$ cat src/rtl/id_ex_control_if.sv
// Signals between the IF/ID stage and the ID/EX control register.
// The slave side is the decode/ID-EX stage; the master side drives the ID inputs.
interface id_ex_control_if;
    localparam int unsigned INSTR_W = 32;
    localparam int unsigned OP_W    = 11;
    localparam int unsigned REG_W   = 5;

    logic               id_valid;
    logic [INSTR_W-1:0] id_instr;
    logic               flush;
    logic               stall;
    logic               ex_valid;
    logic [1:0]         ex_ALUOp;
    logic [OP_W-1:0]    ex_ins;
    logic               ex_ALUSrc;
    logic               ex_MemRead;
    logic               ex_MemWrite;
    logic               ex_MemToReg;
    logic               ex_RegWrite;
    logic               ex_SetFlags;
    logic               ex_Branch;
    logic               ex_UncondBr;
    logic [REG_W-1:0]   ex_Rd;
    logic [REG_W-1:0]   ex_Rn;
    logic [REG_W-1:0]   ex_Rm;
    logic               ex_illegal;

    modport master (
        output id_valid, id_instr, flush,
        input  stall, ex_valid, ex_ALUOp, ex_ins, ex_ALUSrc, ex_MemRead, ex_MemWrite,
               ex_MemToReg, ex_RegWrite, ex_SetFlags, ex_Branch, ex_UncondBr,
               ex_Rd, ex_Rn, ex_Rm, ex_illegal
    );

    modport slave (
        input  id_valid, id_instr, flush,
        output stall, ex_valid, ex_ALUOp, ex_ins, ex_ALUSrc, ex_MemRead, ex_MemWrite,
               ex_MemToReg, ex_RegWrite, ex_SetFlags, ex_Branch, ex_UncondBr,
               ex_Rd, ex_Rn, ex_Rm, ex_illegal
    );
endinterface

$ cat src/rtl/id_ex_control.sv
// LEGv8 decode and ID/EX pipeline register: main control decode, load-use
// hazard detection with one-cycle stall, bubble insertion and branch flush.
module id_ex_control #(
    parameter int unsigned XZR = 31
) (
    input  logic            clk,
    input  logic            reset,
    id_ex_control_if.slave  bus
);

    localparam int unsigned OP_W  = 11;
    localparam int unsigned REG_W = 5;

    typedef struct packed {
        logic             valid;
        logic [1:0]       aluop;
        logic [OP_W-1:0]  ins;
        logic             alusrc;
        logic             memread;
        logic             memwrite;
        logic             memtoreg;
        logic             regwrite;
        logic             setflags;
        logic             branch;
        logic             uncondbr;
        logic [REG_W-1:0] rd;
        logic [REG_W-1:0] rn;
        logic [REG_W-1:0] rm;
        logic             illegal;
    } ex_t;

    ex_t ex_q;
    ex_t ex_d;
    ex_t dec;

    logic [OP_W-1:0]  op;
    logic [REG_W-1:0] rn;
    logic [REG_W-1:0] rm_sel;
    logic             is_r, is_i, is_ldur, is_stur, is_cbz, is_b, set_flags;
    logic             use_rn, use_rm, hazard;
    logic             unused_instr_bits;

    assign op                = bus.id_instr[31:21];
    assign rn                = bus.id_instr[9:5];
    assign unused_instr_bits = ^bus.id_instr[15:10];

    // Opcode classification
    always_comb begin
        is_r      = 1'b0;
        is_i      = 1'b0;
        is_ldur   = 1'b0;
        is_stur   = 1'b0;
        is_cbz    = 1'b0;
        is_b      = 1'b0;
        set_flags = 1'b0;
        casez (op)
            11'b10001011000, 11'b11001011000,
            11'b10001010000, 11'b10101010000, 11'b11001010000: is_r = 1'b1;
            11'b10101011000, 11'b11101011000: begin
                is_r      = 1'b1;
                set_flags = 1'b1;
            end
            11'b1001000100?, 11'b1101000100?,
            11'b1001001000?, 11'b1011001000?, 11'b1101001000?: is_i = 1'b1;
            11'b1011000100?, 11'b1111000100?: begin
                is_i      = 1'b1;
                set_flags = 1'b1;
            end
            11'b11111000010: is_ldur = 1'b1;
            11'b11111000000: is_stur = 1'b1;
            11'b10110100???: is_cbz  = 1'b1;
            11'b000101?????: is_b    = 1'b1;
            default: ;
        endcase
    end

    // STUR and CBZ read Rt from [4:0]; only R-type takes Rm from [20:16]
    assign rm_sel = is_r ? bus.id_instr[20:16] : bus.id_instr[4:0];
    assign use_rn = is_r | is_i | is_ldur | is_stur;
    assign use_rm = is_r | is_stur | is_cbz;

    assign hazard = bus.id_valid & ex_q.valid & ex_q.memread
                  & (ex_q.rd != REG_W'(XZR))
                  & ((use_rn & (rn == ex_q.rd)) | (use_rm & (rm_sel == ex_q.rd)));

    assign bus.stall = hazard & ~bus.flush & ~reset;

    // Decoded control word and next EX contents
    always_comb begin
        dec          = '0;
        dec.valid    = 1'b1;
        dec.ins      = op;
        dec.rd       = bus.id_instr[4:0];
        dec.rn       = rn;
        dec.rm       = rm_sel;
        dec.aluop    = (is_r | is_i)   ? 2'b10 :
                       (is_cbz | is_b) ? 2'b01 : 2'b00;
        dec.alusrc   = is_i | is_ldur | is_stur;
        dec.memread  = is_ldur;
        dec.memwrite = is_stur;
        dec.memtoreg = is_ldur;
        dec.regwrite = is_r | is_i | is_ldur;
        dec.setflags = set_flags;
        dec.branch   = is_cbz;
        dec.uncondbr = is_b;
        dec.illegal  = ~(is_r | is_i | is_ldur | is_stur | is_cbz | is_b);

        ex_d = '0;
        if (!bus.flush && !hazard && bus.id_valid) begin
            ex_d = dec;
        end
    end

    always_ff @(posedge clk) begin
        if (reset) begin
            ex_q <= '0;
        end else begin
            ex_q <= ex_d;
        end
    end

    assign bus.ex_valid    = ex_q.valid;
    assign bus.ex_ALUOp    = ex_q.aluop;
    assign bus.ex_ins      = ex_q.ins;
    assign bus.ex_ALUSrc   = ex_q.alusrc;
    assign bus.ex_MemRead  = ex_q.memread;
    assign bus.ex_MemWrite = ex_q.memwrite;
    assign bus.ex_MemToReg = ex_q.memtoreg;
    assign bus.ex_RegWrite = ex_q.regwrite;
    assign bus.ex_SetFlags = ex_q.setflags;
    assign bus.ex_Branch   = ex_q.branch;
    assign bus.ex_UncondBr = ex_q.uncondbr;
    assign bus.ex_Rd       = ex_q.rd;
    assign bus.ex_Rn       = ex_q.rn;
    assign bus.ex_Rm       = ex_q.rm;
    assign bus.ex_illegal  = ex_q.illegal;

endmodule

$ cat src/flat_wrapper.sv
// flat-port wrapper written by rule: the top's interface ports become plain ports
module id_ex_control_flat 
#(
    parameter int unsigned XZR = 31
)
  (clk, reset, bus_id_valid, bus_id_instr, bus_flush, bus_stall, bus_ex_valid, bus_ex_ALUOp, bus_ex_ins, bus_ex_ALUSrc, bus_ex_MemRead, bus_ex_MemWrite, bus_ex_MemToReg, bus_ex_RegWrite, bus_ex_SetFlags, bus_ex_Branch, bus_ex_UncondBr, bus_ex_Rd, bus_ex_Rn, bus_ex_Rm, bus_ex_illegal);
  id_ex_control_if bus_i ();
  input  logic clk;
  input  logic reset;
  input wire logic [$bits(bus_i.id_valid)-1:0] bus_id_valid;
  input wire logic [$bits(bus_i.id_instr)-1:0] bus_id_instr;
  input wire logic [$bits(bus_i.flush)-1:0] bus_flush;
  output wire logic [$bits(bus_i.stall)-1:0] bus_stall;
  output wire logic [$bits(bus_i.ex_valid)-1:0] bus_ex_valid;
  output wire logic [$bits(bus_i.ex_ALUOp)-1:0] bus_ex_ALUOp;
  output wire logic [$bits(bus_i.ex_ins)-1:0] bus_ex_ins;
  output wire logic [$bits(bus_i.ex_ALUSrc)-1:0] bus_ex_ALUSrc;
  output wire logic [$bits(bus_i.ex_MemRead)-1:0] bus_ex_MemRead;
  output wire logic [$bits(bus_i.ex_MemWrite)-1:0] bus_ex_MemWrite;
  output wire logic [$bits(bus_i.ex_MemToReg)-1:0] bus_ex_MemToReg;
  output wire logic [$bits(bus_i.ex_RegWrite)-1:0] bus_ex_RegWrite;
  output wire logic [$bits(bus_i.ex_SetFlags)-1:0] bus_ex_SetFlags;
  output wire logic [$bits(bus_i.ex_Branch)-1:0] bus_ex_Branch;
  output wire logic [$bits(bus_i.ex_UncondBr)-1:0] bus_ex_UncondBr;
  output wire logic [$bits(bus_i.ex_Rd)-1:0] bus_ex_Rd;
  output wire logic [$bits(bus_i.ex_Rn)-1:0] bus_ex_Rn;
  output wire logic [$bits(bus_i.ex_Rm)-1:0] bus_ex_Rm;
  output wire logic [$bits(bus_i.ex_illegal)-1:0] bus_ex_illegal;
  assign bus_i.id_valid = bus_id_valid;
  assign bus_i.id_instr = bus_id_instr;
  assign bus_i.flush = bus_flush;
  assign bus_stall = bus_i.stall;
  assign bus_ex_valid = bus_i.ex_valid;
  assign bus_ex_ALUOp = bus_i.ex_ALUOp;
  assign bus_ex_ins = bus_i.ex_ins;
  assign bus_ex_ALUSrc = bus_i.ex_ALUSrc;
  assign bus_ex_MemRead = bus_i.ex_MemRead;
  assign bus_ex_MemWrite = bus_i.ex_MemWrite;
  assign bus_ex_MemToReg = bus_i.ex_MemToReg;
  assign bus_ex_RegWrite = bus_i.ex_RegWrite;
  assign bus_ex_SetFlags = bus_i.ex_SetFlags;
  assign bus_ex_Branch = bus_i.ex_Branch;
  assign bus_ex_UncondBr = bus_i.ex_UncondBr;
  assign bus_ex_Rd = bus_i.ex_Rd;
  assign bus_ex_Rn = bus_i.ex_Rn;
  assign bus_ex_Rm = bus_i.ex_Rm;
  assign bus_ex_illegal = bus_i.ex_illegal;
  id_ex_control #(.XZR(XZR)) u_core (.clk(clk), .reset(reset), .bus(bus_i));
endmodule
$ cat config.mk
export PLATFORM = sky130hd
export DESIGN_NAME = id_ex_control_flat
export DESIGN_NICKNAME = d
export VERILOG_FILES = /design/src/rtl/id_ex_control_if.sv /design/src/rtl/id_ex_control.sv /design/src/flat_wrapper.sv
export SDC_FILE = /design/constraint.sdc
export NUM_CORES = 1
export LEC_CHECK = 0
export CORE_ASPECT_RATIO = 1.2
export CORE_MARGIN = 8
export CORE_UTILIZATION = 45
export CTS_CLUSTER_SIZE = 16
export DETAILED_ROUTE_END_ITERATION = 8
export PLACE_DENSITY = 0.9
export SKIP_CTS_REPAIR_TIMING = 1
export SLEW_MARGIN = 10
export SYNTH_ARGS = -nofsm -noshare
export SYNTH_HDL_FRONTEND = slang
export SYNTH_SLANG_ARGS = --single-unit
$ cat constraint.sdc
create_clock -name clk -period 3.36 [get_ports clk]
set_clock_uncertainty 0.05 [all_clocks]
set_input_delay 0.672 -clock clk [delete_from_list [all_inputs] [get_ports clk]]
set_output_delay 0.672 -clock clk [all_outputs]
set_load 0.02 [all_outputs]
# Word level (Yosys, flattened, before mapping)
# Cells that the tools add are included.
totals:
  register_bits: 37
  wordCells: 79
  out_inout_bits: 39
op_classes:
  reduce_logical: 9
  bitwise: 23
  mux: 11
  n_eq_ne: 21
ops:
  columns: ["op", "count"]
  rows:
  - ["$eq 11x11->1 const B", 9]
  - ["$eq 10x10->1 const B", 7]
  - ["$mux 38", 1]
  - ["$reduce_or 7->1", 2]
  - ["$or 1x1->1", 11]
  - ["$eq 5x5->1", 2]
  - ["$and 1x1->1", 8]
  - ["$eq 8x8->1 const B", 1]
  - ["$mux 1", 8]
  - ["$eq 6x3->1 const B", 1]
  - ["$mux 5", 1]
  - ["$ne 5x5->1 const B", 1]
  - ["$not 1->1", 4]
  - ["$reduce_or 4->1", 1]
  - ["$reduce_or 3->1", 1]
  - ["$logic_and 1x1->1", 2]
  - ["$logic_not 1->1", 2]
  - ["$mux 2", 1]
  - ["$reduce_or 2->1", 1]

# Longest topological paths before layout
# Gate-level depths: netlist of the first run.
logic_depth:
  word_depth: 14
  ltp_mapped: 8
  ltp_nobuf: 6

# Worst setup path after synthesis of the first run
# OpenSTA, ideal clock, no wires.
synth_timing:
  path_type: "input port to output port"
  from: "in bus_id_instr[21]"
  to: "out bus_stall"
  t_arrival_ps: 2614
  cell_stages: 7
  path_buffers: 1
  setup_slack_ps: 24
  required_time_ps: 2638
  path_cell_list: "nor3b_4 nand4_4 buf_6 o21ai_0 o22ai_1 o32ai_1 nor4b_1"
synth_via:
  elab_chain_len: 11
  word_cells_on_any_way: 26
synth_lines:
  columns: ["element", "line", "text"]
  rows:
  - ["from (decl)", "flat_wrapper.sv:11", "input wire logic [$bits(bus_i.id_instr)-1:0] bus_id_instr;"]
  - ["$eq 11x11->1", "id_ex_control.sv:56", "casez (op)"]
  - ["$reduce_or 7->1 (no source line)", null, null]
  - ["$mux 1", "id_ex_control.sv:56", null]
  - ["$or 1x1->1 (3 in a row)", "id_ex_control.sv:79", "assign use_rn = is_r | is_i | is_ldur | is_stur;"]
  - ["$and 1x1->1", "id_ex_control.sv:84", "& ((use_rn & (rn == ex_q.rd)) | (use_rm & (rm_sel == ex_q.rd)));"]
  - ["$or 1x1->1 *", "id_ex_control.sv:84", null]
  - ["$and 1x1->1 *", "id_ex_control.sv:84", null]
  - ["$and 1x1->1 * (2 in a row)", "id_ex_control.sv:86", "assign bus.stall = hazard & ~bus.flush & ~reset;"]
  - ["to (decl)", "flat_wrapper.sv:13", "output wire logic [$bits(bus_i.stall)-1:0] bus_stall;"]
# Every way passes the cells marked *; elsewhere a longest branch is shown, timed or not.

# Final worst setup path of the first run
layout_timing:
  from: "in bus_id_instr[22]"
  to: "out bus_stall"
layout_via:
  elab_chain_len: 11
  word_cells_on_any_way: 35
layout_lines:
  columns: ["element", "line"]
  rows:
  - ["$eq 11x11->1 / $eq 10x10->1 (equally long branches)", "id_ex_control.sv:56"]
  - ["$reduce_or 7->1 (no source line)", null]
  - ["$mux 1", "id_ex_control.sv:56"]
  - ["$or 1x1->1 (3 in a row)", "id_ex_control.sv:79"]
  - ["$and 1x1->1", "id_ex_control.sv:84"]
  - ["$or 1x1->1 *", "id_ex_control.sv:84"]
  - ["$and 1x1->1 *", "id_ex_control.sv:84"]
  - ["$and 1x1->1 * (2 in a row)", "id_ex_control.sv:86"]
# Marks and branches as above.

==> results.py, run 1 <==
metrics = {
    "yosys": {
        "synth_warnings": 0,
        "synth_top_area_share_pct": 43.6,
        "yosys-top-cells-area": "dfxtp_1 44%, nor3b_1 6.6%, nor3_2 5.3%",
        "syn-num-nets": 200,
        "synth_cell_types": 40,
        "synth_seq_cells": 37,
        "synth-edff-count": 0,
        "seq_area_frac_synth_pct": 43.6,
        "synth.largest_area_cell": "dfxtp_1",
        "netlist_area_um2": 1700,
        "synth.avg_cell_area_um2": 10.4,
        "ys_async_sr_fraction_pct": 0,
        "synthCells": 164,
        "synth_top_flop_cell": "dfxtp_1",
    },
    "run": {
        "drv_cap": 0,
    },
    "clock_tree": {
        "clock_latency_ps": 290,
        "cts_buffers": 5,
        "clock-sinks": 37,
        "path_clk_slew_ps": 60,
        "clk_path_buf_depth": 2,
        "clockRootBuffer": "clkbuf_8",
        "htreeDepth": 2,
        "cts_tree": "yes",
    },
    "power_and_ir_drop": {
        "vdd_drop_max_mv": 0.206,
        "power-per-cell-area_nw_per_um2": 314,
        "power_mw": 0.891,
        "p_leak_nw": 1.17,
    },
    "place": {
        "port-buffer-count": 68,
        "dp_slack_ps": -783,
        "gp_congestion": 0.921,
        "hpwl_mm": 3.82,
    },
    "layout": {
        "num_antenna_cells": 0,
        "drive_gt1_share_pct": 30.4,
        "syn_to_final_growth_pct": 66.7,
        "layout.nets": 307,
    },
    "min_path": {
        "min_path_type": "in2reg",
    },
    "grt": {
        "grt_use_total_pct": 16.1,
        "overflow": 0,
        "grt_pass1_wl_mm": 7.74,
        "grt_antenna_before_repair": 0,
        "grt_pass1_vias": 1647,
        "grt_max_degree": 37,
    },
    "run_status": {
        "outcome": "completed",
    },
    "route": {
        "drtAntennaViolNets": 0,
        "viasPerCell": 5.04,
        "remaining_drc_errors": 0,
        "vias": 1623,
        "drt_iter0_drc": 131,
        "drtPass1Iterations": 4,
        "wl_mm": 5.29,
        "wire_per_inst_um": 16.4,
    },
    "worst_setup_path": {
        "crit_path_end_kind": "primary output",
        "cp_max_fo": 5,
        "slowest_stage": "o32ai_2",
        "cp_top_family": "simple AND/OR/NAND/NOR gates",
        "crit_buf_inv": 3,
        "path_cells": "dlymetal6s2s_1 > nor3b_4 > nand4_4 > buf_6 > mux2i_1 > nand4_1 > o32ai_2 > nor4b_4 > buf_4",
        "worst_setup_path_start_kind": "primary input",
        "slowest_delay_ps": 310,
        "path_class": "in2out",
        "critical_path_arrival_ps": 2520,
        "required_ps": 2640,
    },
    "timing": {
        "final.setup.worst_slack_ps": 115,
        "fmax_ghz": 0.308,
        "relSlewSlack_pct": 68.1,
        "hold-worst-slack_ps": 618,
        "min_period_over_period_pct": 96.6,
        "max_slew.worst_pin.slew_ps": 477,
        "fin_setup_tns_ps": 0,
        "slew_violations": 0,
        "hold_viol_final": 0,
        "period_needed_ps": 3240,
        "setup_viol": 0,
    },
    "die": {
        "die_h_um": 83.3,
        "die_x_um": 72.1,
        "io_pins": 75,
        "core_area_um2": 3630,
        "start_util_pct": 46.8,
        "die_area_um2": 6010,
        "placementRows": 24,
    },
}
-- cells in the final DEF (no fill, tap or decap), types with 2 or more instances in the layout --
| cell | count |
|---|---|
| or2_2 | 2 |
| nor3_1 | 6 |
| clkbuf_8 | 5 |
| xnor2_1 | 3 |
| buf_12 | 2 |
| a21oi_1 | 7 |
| inv_2 | 2 |
| a222oi_1 | 2 |
| nand2b_1 | 2 |
| inv_1 | 6 |
| dlymetal6s2s_1 | 11 |
| buf_4 | 37 |
| nor3_2 | 9 |
| nor3b_1 | 15 |
| mux2i_1 | 4 |
| nor2_1 | 15 |
| nand3_1 | 3 |
| xor2_1 | 3 |
| nand2_1 | 4 |
| nand4_1 | 4 |
| clkdlybuf4s50_1 | 52 |
| nor3b_2 | 5 |
| o21ai_0 | 3 |
| nor3b_4 | 2 |
| buf_6 | 3 |
| dfxtp_1 | 37 |
| clkbuf_2 | 2 |
-- power breakdown --
group	internal (mW)	leakage [nW]	switching, mW
logic	0.0870	0.826	0.0704
clock network	0.136	0.0399	0.144
registers	0.448	0.300	0.00509
total	0.671	1.17	0.219
-- area by class of cell --
class / count / area (um^2)
multi-input cells: 111 / 898
repair buffers: 108 / 1020
flip-flops and latches: 37 / 741
inverters: 8 / 30.0
clock buffers: 5 / 68.8
clock inverters: 1 / 5.00
well taps: 52 / 65.1
fillers: 242 / 801
-- metrics by stage --
stage,util (%),instance area [um^2],cells
detailed placement,73.3,2660,312
finish,78.0,2830,322
CTS,75.3,2740,318
global placement,73.3,2660,312
global route,78.0,2830,322
floorplan,-,1700,164
-- metal layers --
metal	routed length [um]	global-route usage (%)
met5	0	0
met4	98	6.15
met3	407	6.25
met2	2730	27.6
met1	2060	17.1
-- cells in the mapped netlist, types with 2 or more instances --
| cell | instances |
|---|---|
| dfxtp_1 | 37 |
| nor2_1 | 15 |
| nor3b_1 | 15 |
| nor3_2 | 9 |
| inv_1 | 8 |
| a21oi_1 | 7 |
| nor3_1 | 6 |
| nor3b_2 | 6 |
| buf_6 | 5 |
| mux2i_1 | 4 |
| nand2_1 | 4 |
| nand4_1 | 4 |
| nand3_1 | 3 |
| nor4b_1 | 3 |
| o21ai_0 | 3 |
| xnor2_1 | 3 |
| xor2_1 | 3 |
| a222oi_1 | 2 |
| buf_4 | 2 |
| nand2b_1 | 2 |
| nor2b_1 | 2 |
| o32ai_1 | 2 |
| or2_2 | 2 |
-- final timing paths --
| path | depth (start not counted) | slack (ps) | end | startpoint |
|---|---|---|---|---|
| setup / recovery | 9 | 120 | bus_stall | bus_id_instr[22] |
| hold / removal | 2 | 620 | u_core.bus.ex_ins[0]$_SDFF_PP0_ | bus_id_instr[21] |
| setup reg to reg | 8 | 1190 | u_core.bus.ex_MemWrite$_SDFF_PP0_ | u_core.bus.ex_Rd[0]$_SDFF_PP0_ |
| hold reg to reg | 5 | 920 | u_core.bus.ex_valid$_SDFF_PP0_ | u_core.bus.ex_valid$_SDFF_PP0_ |
-- sequential cells by signal, summed over array words and instances, names as in the netlist, 2 cells and up --
name,cells
u_core.bus.ex_Rd,5
u_core.bus.ex_ins,11
u_core.bus.ex_ALUOp,2
u_core.bus.ex_Rm,5
u_core.bus.ex_Rn,5
-- cell families (layout without fill, tap and decap cells) --
group | after synthesis | in the layout | share of synthesized area (%)
compound gates | 19 | 19 | 8.03
simple gates | 80 | 80 | 34.7
mux | 6 | 6 | 4.34
flops | 37 | 37 | 43.6
buf+inv | 16 | 122 | 6.26
xor+xnor | 6 | 6 | 3.09
(Power assumes the default switching activity.)
==> inputs of run 2 (changes only) <==
Settings changed: PLACE_DENSITY 0.9 to 0.93, RECOVER_POWER set to 100, SETUP_SLACK_MARGIN set to 0.05.
==> results.py, run 2 (synthesis results as in run 1) <==
metrics = {
    "run": {
        "drv_cap": 0,
    },
    "clock_tree": {
        "htreeDepth": 2,
        "clock-sinks": 37,
        "clk_path_buf_depth": 2,
        "path_clk_slew_ps": 70,
        "cts_tree": "yes",
        "clock_latency_ps": 290,
        "clockRootBuffer": "clkbuf_8",
        "cts_buffers": 5,
    },
    "route": {
        "wire_per_inst_um": 16.8,
        "wl_met3_um": 349,
        "met1Wirelength_mm": 2.12,
        "top_layer_used": "met4",
        "drtPass1Iterations": 4,
        "wl_mm": 5.45,
        "drt_iter0_drc": 177,
        "vias": 1720,
        "viasPerCell": 5.29,
        "remaining_drc_errors": 0,
        "drtAntennaViolNets": 0,
        "wl_met2_mm": 2.89,
    },
    "power_and_ir_drop": {
        "vdd_drop_max_mv": 0.300,
        "power-per-cell-area_nw_per_um2": 329,
        "netSwitchingFraction_pct": 25.5,
        "power_mw": 0.903,
        "p_seq_share_pct": 50.1,
        "p_leak_nw": 1.28,
        "power_frac_comb_pct": 16.8,
        "p_int_mw": 0.673,
        "netSwitchingPower_mw": 0.231,
        "p_clk_share_pct": 33.1,
    },
    "worst_setup_path": {
        "crit_buf_inv": 3,
        "required_ps": 2640,
        "slowest_delay_ps": 320,
        "worst_setup_path_start_kind": "primary input",
        "crit_path_end_kind": "primary output",
        "slowest_stage": "nor4b_4",
        "cp_top_family": "compound AO/OA/AOI/OAI gates",
        "path_class": "in2out",
        "path_cells": "dlymetal6s2s_1 > clkbuf_1 > nor4b_4 > a31oi_1 > o32ai_1 > o22ai_1 > o32ai_2 > nor4b_2 > buf_4",
        "critical_path_arrival_ps": 2520,
        "cp_max_fo": 3,
    },
    "grt": {
        "grt_pass1_wl_mm": 8.18,
        "grt_max_degree": 26,
        "grt_antenna_before_repair": 0,
        "overflow": 0,
        "grt_use_total_pct": 17.0,
        "grt_pass1_vias": 1764,
    },
    "layout": {
        "fin_util_pct": 75.6,
        "final_area_um2": 2750,
        "largest_reg_flops": 11,
        "final_common_cell": "dlygate4sd3_1",
        "drive_gt1_share_pct": 26.7,
        "fillers": 258,
        "num_antenna_cells": 0,
        "final_cell_mix": "38 x dlygate4sd3_1, 37 x dfxtp_1, 36 x buf_4, 19 x nor3b_1, 15 x nor2_1",
        "layout.nets": 308,
        "syn_to_final_growth_pct": 61.6,
    },
    "timing": {
        "min_period_over_period_pct": 96.4,
        "hold_viol_final": 0,
        "fin_setup_tns_ps": 0,
        "setup_viol": 0,
        "relSlewSlack_pct": 59.6,
        "fmax_ghz": 0.309,
        "period_needed_ps": 3240,
        "max_slew.worst_pin.slew_ps": 606,
        "rsz0062_at_grt": "false",
        "slew_violations": 0,
    },
    "min_path": {
        "min_path_type": "in2reg",
    },
    "die": {
        "io_pins": 75,
        "start_util_pct": 46.8,
        "core_area_um2": 3630,
        "die_area_um2": 6010,
        "die_x_um": 72.1,
        "die_h_um": 83.3,
        "placementRows": 24,
    },
    "run_status": {
        "outcome": "completed",
    },
    "place": {
        "dpl_cell_area_um2": 2640,
        "hpwl_mm": 3.96,
        "gp_congestion": 0.922,
        "port-buffer-count": 68,
    },
}
run 2: changes by cell type in the layout (fill, tap and decap cells not counted), sizes merged:
cell,delta
clkinvlp,+1
dlygate4sd3,+38
clkbuf,+7
clkdlybuf4s50,-40
clkinv,+1
nand4,+1
buf,-5
run 2: worst paths after layout:
| kind | from | end | slack (ps) | cells after the start |
|---|---|---|---|---|
| worst max-delay path | bus_id_instr[27] | bus_stall | 120 | 9 |
| worst min register to register | u_core.bus.ex_valid$_SDFF_PP0_ | u_core.bus.ex_valid$_SDFF_PP0_ | 880 | 5 |
| worst max register to register | u_core.bus.ex_Rd[4]$_SDFF_PP0_ | u_core.bus.ex_Rn[4]$_SDFF_PP0_ | 1000 | 7 |
| worst min-delay path | bus_id_instr[26] | u_core.bus.ex_ins[5]$_SDFF_PP0_ | 610 | 2 |
run 2: cell type report:
class / count / area [um^2] / area share, %
repair buffers: 108 / 972 / 35.4
inverters: 8 / 30.0 / 1.09
clock buffers: 5 / 68.8 / 2.51
clock inverters: 3 / 17.5 / 0.638
flip-flops and latches: 37 / 741 / 27.0
well taps: 52 / 65.1 / 2.37
multi-input cells: 112 / 852 / 31.0
run 2: power groups by stage:
stage	Clock, mW	Sequential (mW)	Combinational (mW)
finish	0.299	0.453	0.152
global route	0.322	0.454	0.163
CTS	0.303	0.453	0.153
detailed placement	0	0.463	0.152
global placement	0	0.463	0.148
floorplan	0	0.474	0.0466
run 2: per-layer routing:
metal  global-route usage [%]  vias up
met5                        0        -
met4                     5.96        0
met3                     5.65       12
met2                     31.2       75
met1                     17.0      831
li1                         -      802
run 2: stage by stage:
| step | cells | hold WS (ps) | setup WS [ps] |
|---|---|---|---|
| final | 325 | 608 | 120 |
| after global routing | 325 | 603 | 3.07 |
| after CTS | 319 | 912 | -818 |
| after detailed placement | 311 | 889 | -770 |
| after global placement | 311 | 837 | -676 |
| after floorplan | 164 | 699 | 302 |
==> inputs of run 3 (changes only) <==
Settings changed: GPL_TIMING_DRIVEN set to 0.
==> results.py, run 3 (synthesis results as in run 1) <==
metrics = {
    "timing": {
        "hold_viol_final": 0,
        "period_needed_ps": 3210,
        "max_slew.worst_pin.slew_ps": 1170,
        "fmax_ghz": 0.311,
        "min_period_over_period_pct": 95.5,
        "final.setup.worst_slack_ps": 150,
        "setup_viol": 0,
        "rsz0062_at_grt": "true",
        "relSlewSlack_pct": 21.1,
        "slew_violations": 0,
    },
    "worst_setup_path": {
        "r2r_end": "u_core.bus.ex_Rm[3]$_SDFF_PP0_",
        "required_ps": 2640,
        "cp_top_family": "simple AND/OR/NAND/NOR gates",
        "slowest_delay_ps": 310,
        "crit_path_end_kind": "primary output",
        "reg2reg_from": "u_core.bus.ex_Rd[0]$_SDFF_PP0_",
        "crit_buf_inv": 3,
        "cp_max_fo": 6,
        "worst_setup_path_start_kind": "primary input",
        "timing.reg2reg.setup_slack_ps": 480,
        "path_class": "in2out",
        "path_cells": "buf_6 > nor3b_4 > nand4_4 > buf_12 > mux2_4 > nand4_1 > o32ai_2 > nor4b_2 > buf_4",
        "reg2regPathDepth": 6,
        "critical_path_arrival_ps": 2490,
        "slowest_stage": "o32ai_2",
    },
    "die": {
        "core_area_um2": 3630,
        "placementRows": 24,
        "die_h_um": 83.3,
        "io_pins": 75,
        "die_x_um": 72.1,
        "die_area_um2": 6010,
        "start_util_pct": 46.8,
    },
    "layout": {
        "final_common_cell": "dlygate4sd3_1",
        "final_cell_mix": "38 x dlygate4sd3_1, 37 x dfxtp_1, 16 x nor3b_1, 15 x nor2_1, 14 x nor3_1",
        "num_antenna_cells": 0,
        "layout.nets": 285,
        "fillers": 274,
        "drive_gt1_share_pct": 24.0,
        "syn_to_final_growth_pct": 52.7,
        "fin_util_pct": 71.4,
        "largest_reg_flops": 11,
    },
    "route": {
        "drt_iter0_drc": 102,
        "top_layer_used": "met4",
        "wl_met3_um": 485,
        "wire_per_inst_um": 17.6,
        "drtPass1Iterations": 4,
        "vias": 1606,
        "wl_mm": 5.33,
        "drtAntennaViolNets": 0,
        "wl_met2_mm": 2.68,
        "remaining_drc_errors": 0,
        "viasPerCell": 5.32,
        "met1Wirelength_mm": 2.05,
    },
    "grt": {
        "overflow": 0,
        "grt_pass1_wl_mm": 7.72,
        "grt_use_total_pct": 16.3,
        "grt_max_degree": 11,
        "grt_pass1_vias": 1631,
        "grt_antenna_before_repair": 0,
    },
    "run_status": {
        "outcome": "completed",
    },
    "power_and_ir_drop": {
        "vdd_drop_max_mv": 0.184,
        "p_leak_nw": 1.15,
        "power-per-cell-area_nw_per_um2": 341,
    },
    "min_path": {
        "min_path_type": "in2reg",
        "hp-start": "bus_id_instr[22]",
        "min_path_cells": 2,
        "whs_endpoint": "u_core.bus.ex_MemWrite$_SDFF_PP0_",
    },
    "clock_tree": {
        "htreeDepth": 2,
        "cts_buffers": 5,
        "clock_latency_ps": 290,
        "clockRootBuffer": "clkbuf_8",
        "cts_tree": "yes",
        "path_clk_slew_ps": 60,
        "clock-sinks": 37,
        "clk_path_buf_depth": 2,
    },
    "place": {
        "gp_congestion": 0.882,
        "port-buffer-count": 68,
        "hpwl_mm": 3.75,
        "dp_slack_ps": -1010,
    },
    "run": {
        "drv_cap": 0,
    },
}
[run 3: area by class of cell]
type | instances | area, um^2 | share of cell area, %
sequential | 37 | 741 | 28.5
clock buffer | 8 | 80.1 | 3.09
buffer | 8 | 57.6 | 2.22
multi-input combinational | 111 | 838 | 32.3
inverter | 8 | 30.0 | 1.16
tap | 52 | 65.1 | 2.51
timing repair buffer | 78 | 783 | 30.2
[run 3: how the worst max path moves through the flow]
stage	from	end	depth (start not counted)
detailed placement	bus_id_instr[24]	bus_stall	8
global route	bus_id_instr[22]	bus_stall	9
finish	bus_id_instr[22]	bus_stall	9
floorplan	bus_id_instr[21]	bus_stall	7
global placement	bus_id_instr[22]	bus_stall	9
CTS	bus_id_instr[24]	bus_stall	8
[run 3: through the flow]
stage	power [mW]	area, um^2	hold slack (ps)	instances	TNS [ps]
finish	0.884	2590	544	302	0
global route	0.914	2590	529	302	0
CTS	0.884	2530	871	292	-1060
detailed placement	0.593	2450	851	284	-1010
global placement	0.589	2450	806	284	-881
floorplan	0.521	1710	699	164	0
[run 3: power breakdown]
group          switching, mW  internal (mW)
clock network          0.147          0.147
registers            0.00447          0.448
logic                 0.0655         0.0716
total                  0.217          0.667
[run 3: metal layers]
| layer | GRT usage [%] | vias to the layer above |
|---|---|---|
| li1 | - | 749 |
| met1 | 16.5 | 769 |
| met5 | 0 | - |
| met3 | 6.61 | 11 |
| met4 | 7.26 | 0 |
| met2 | 28.1 | 77 |
[run 3: worst register-to-register path, stage by stage (launching register included)]
cell and delay [ps]:
dfxtp_1 380, a222oi_1 400, mux2_4 210, nand4_1 170, nor4_1 960, clkbuf_2 440, nor3_1 100
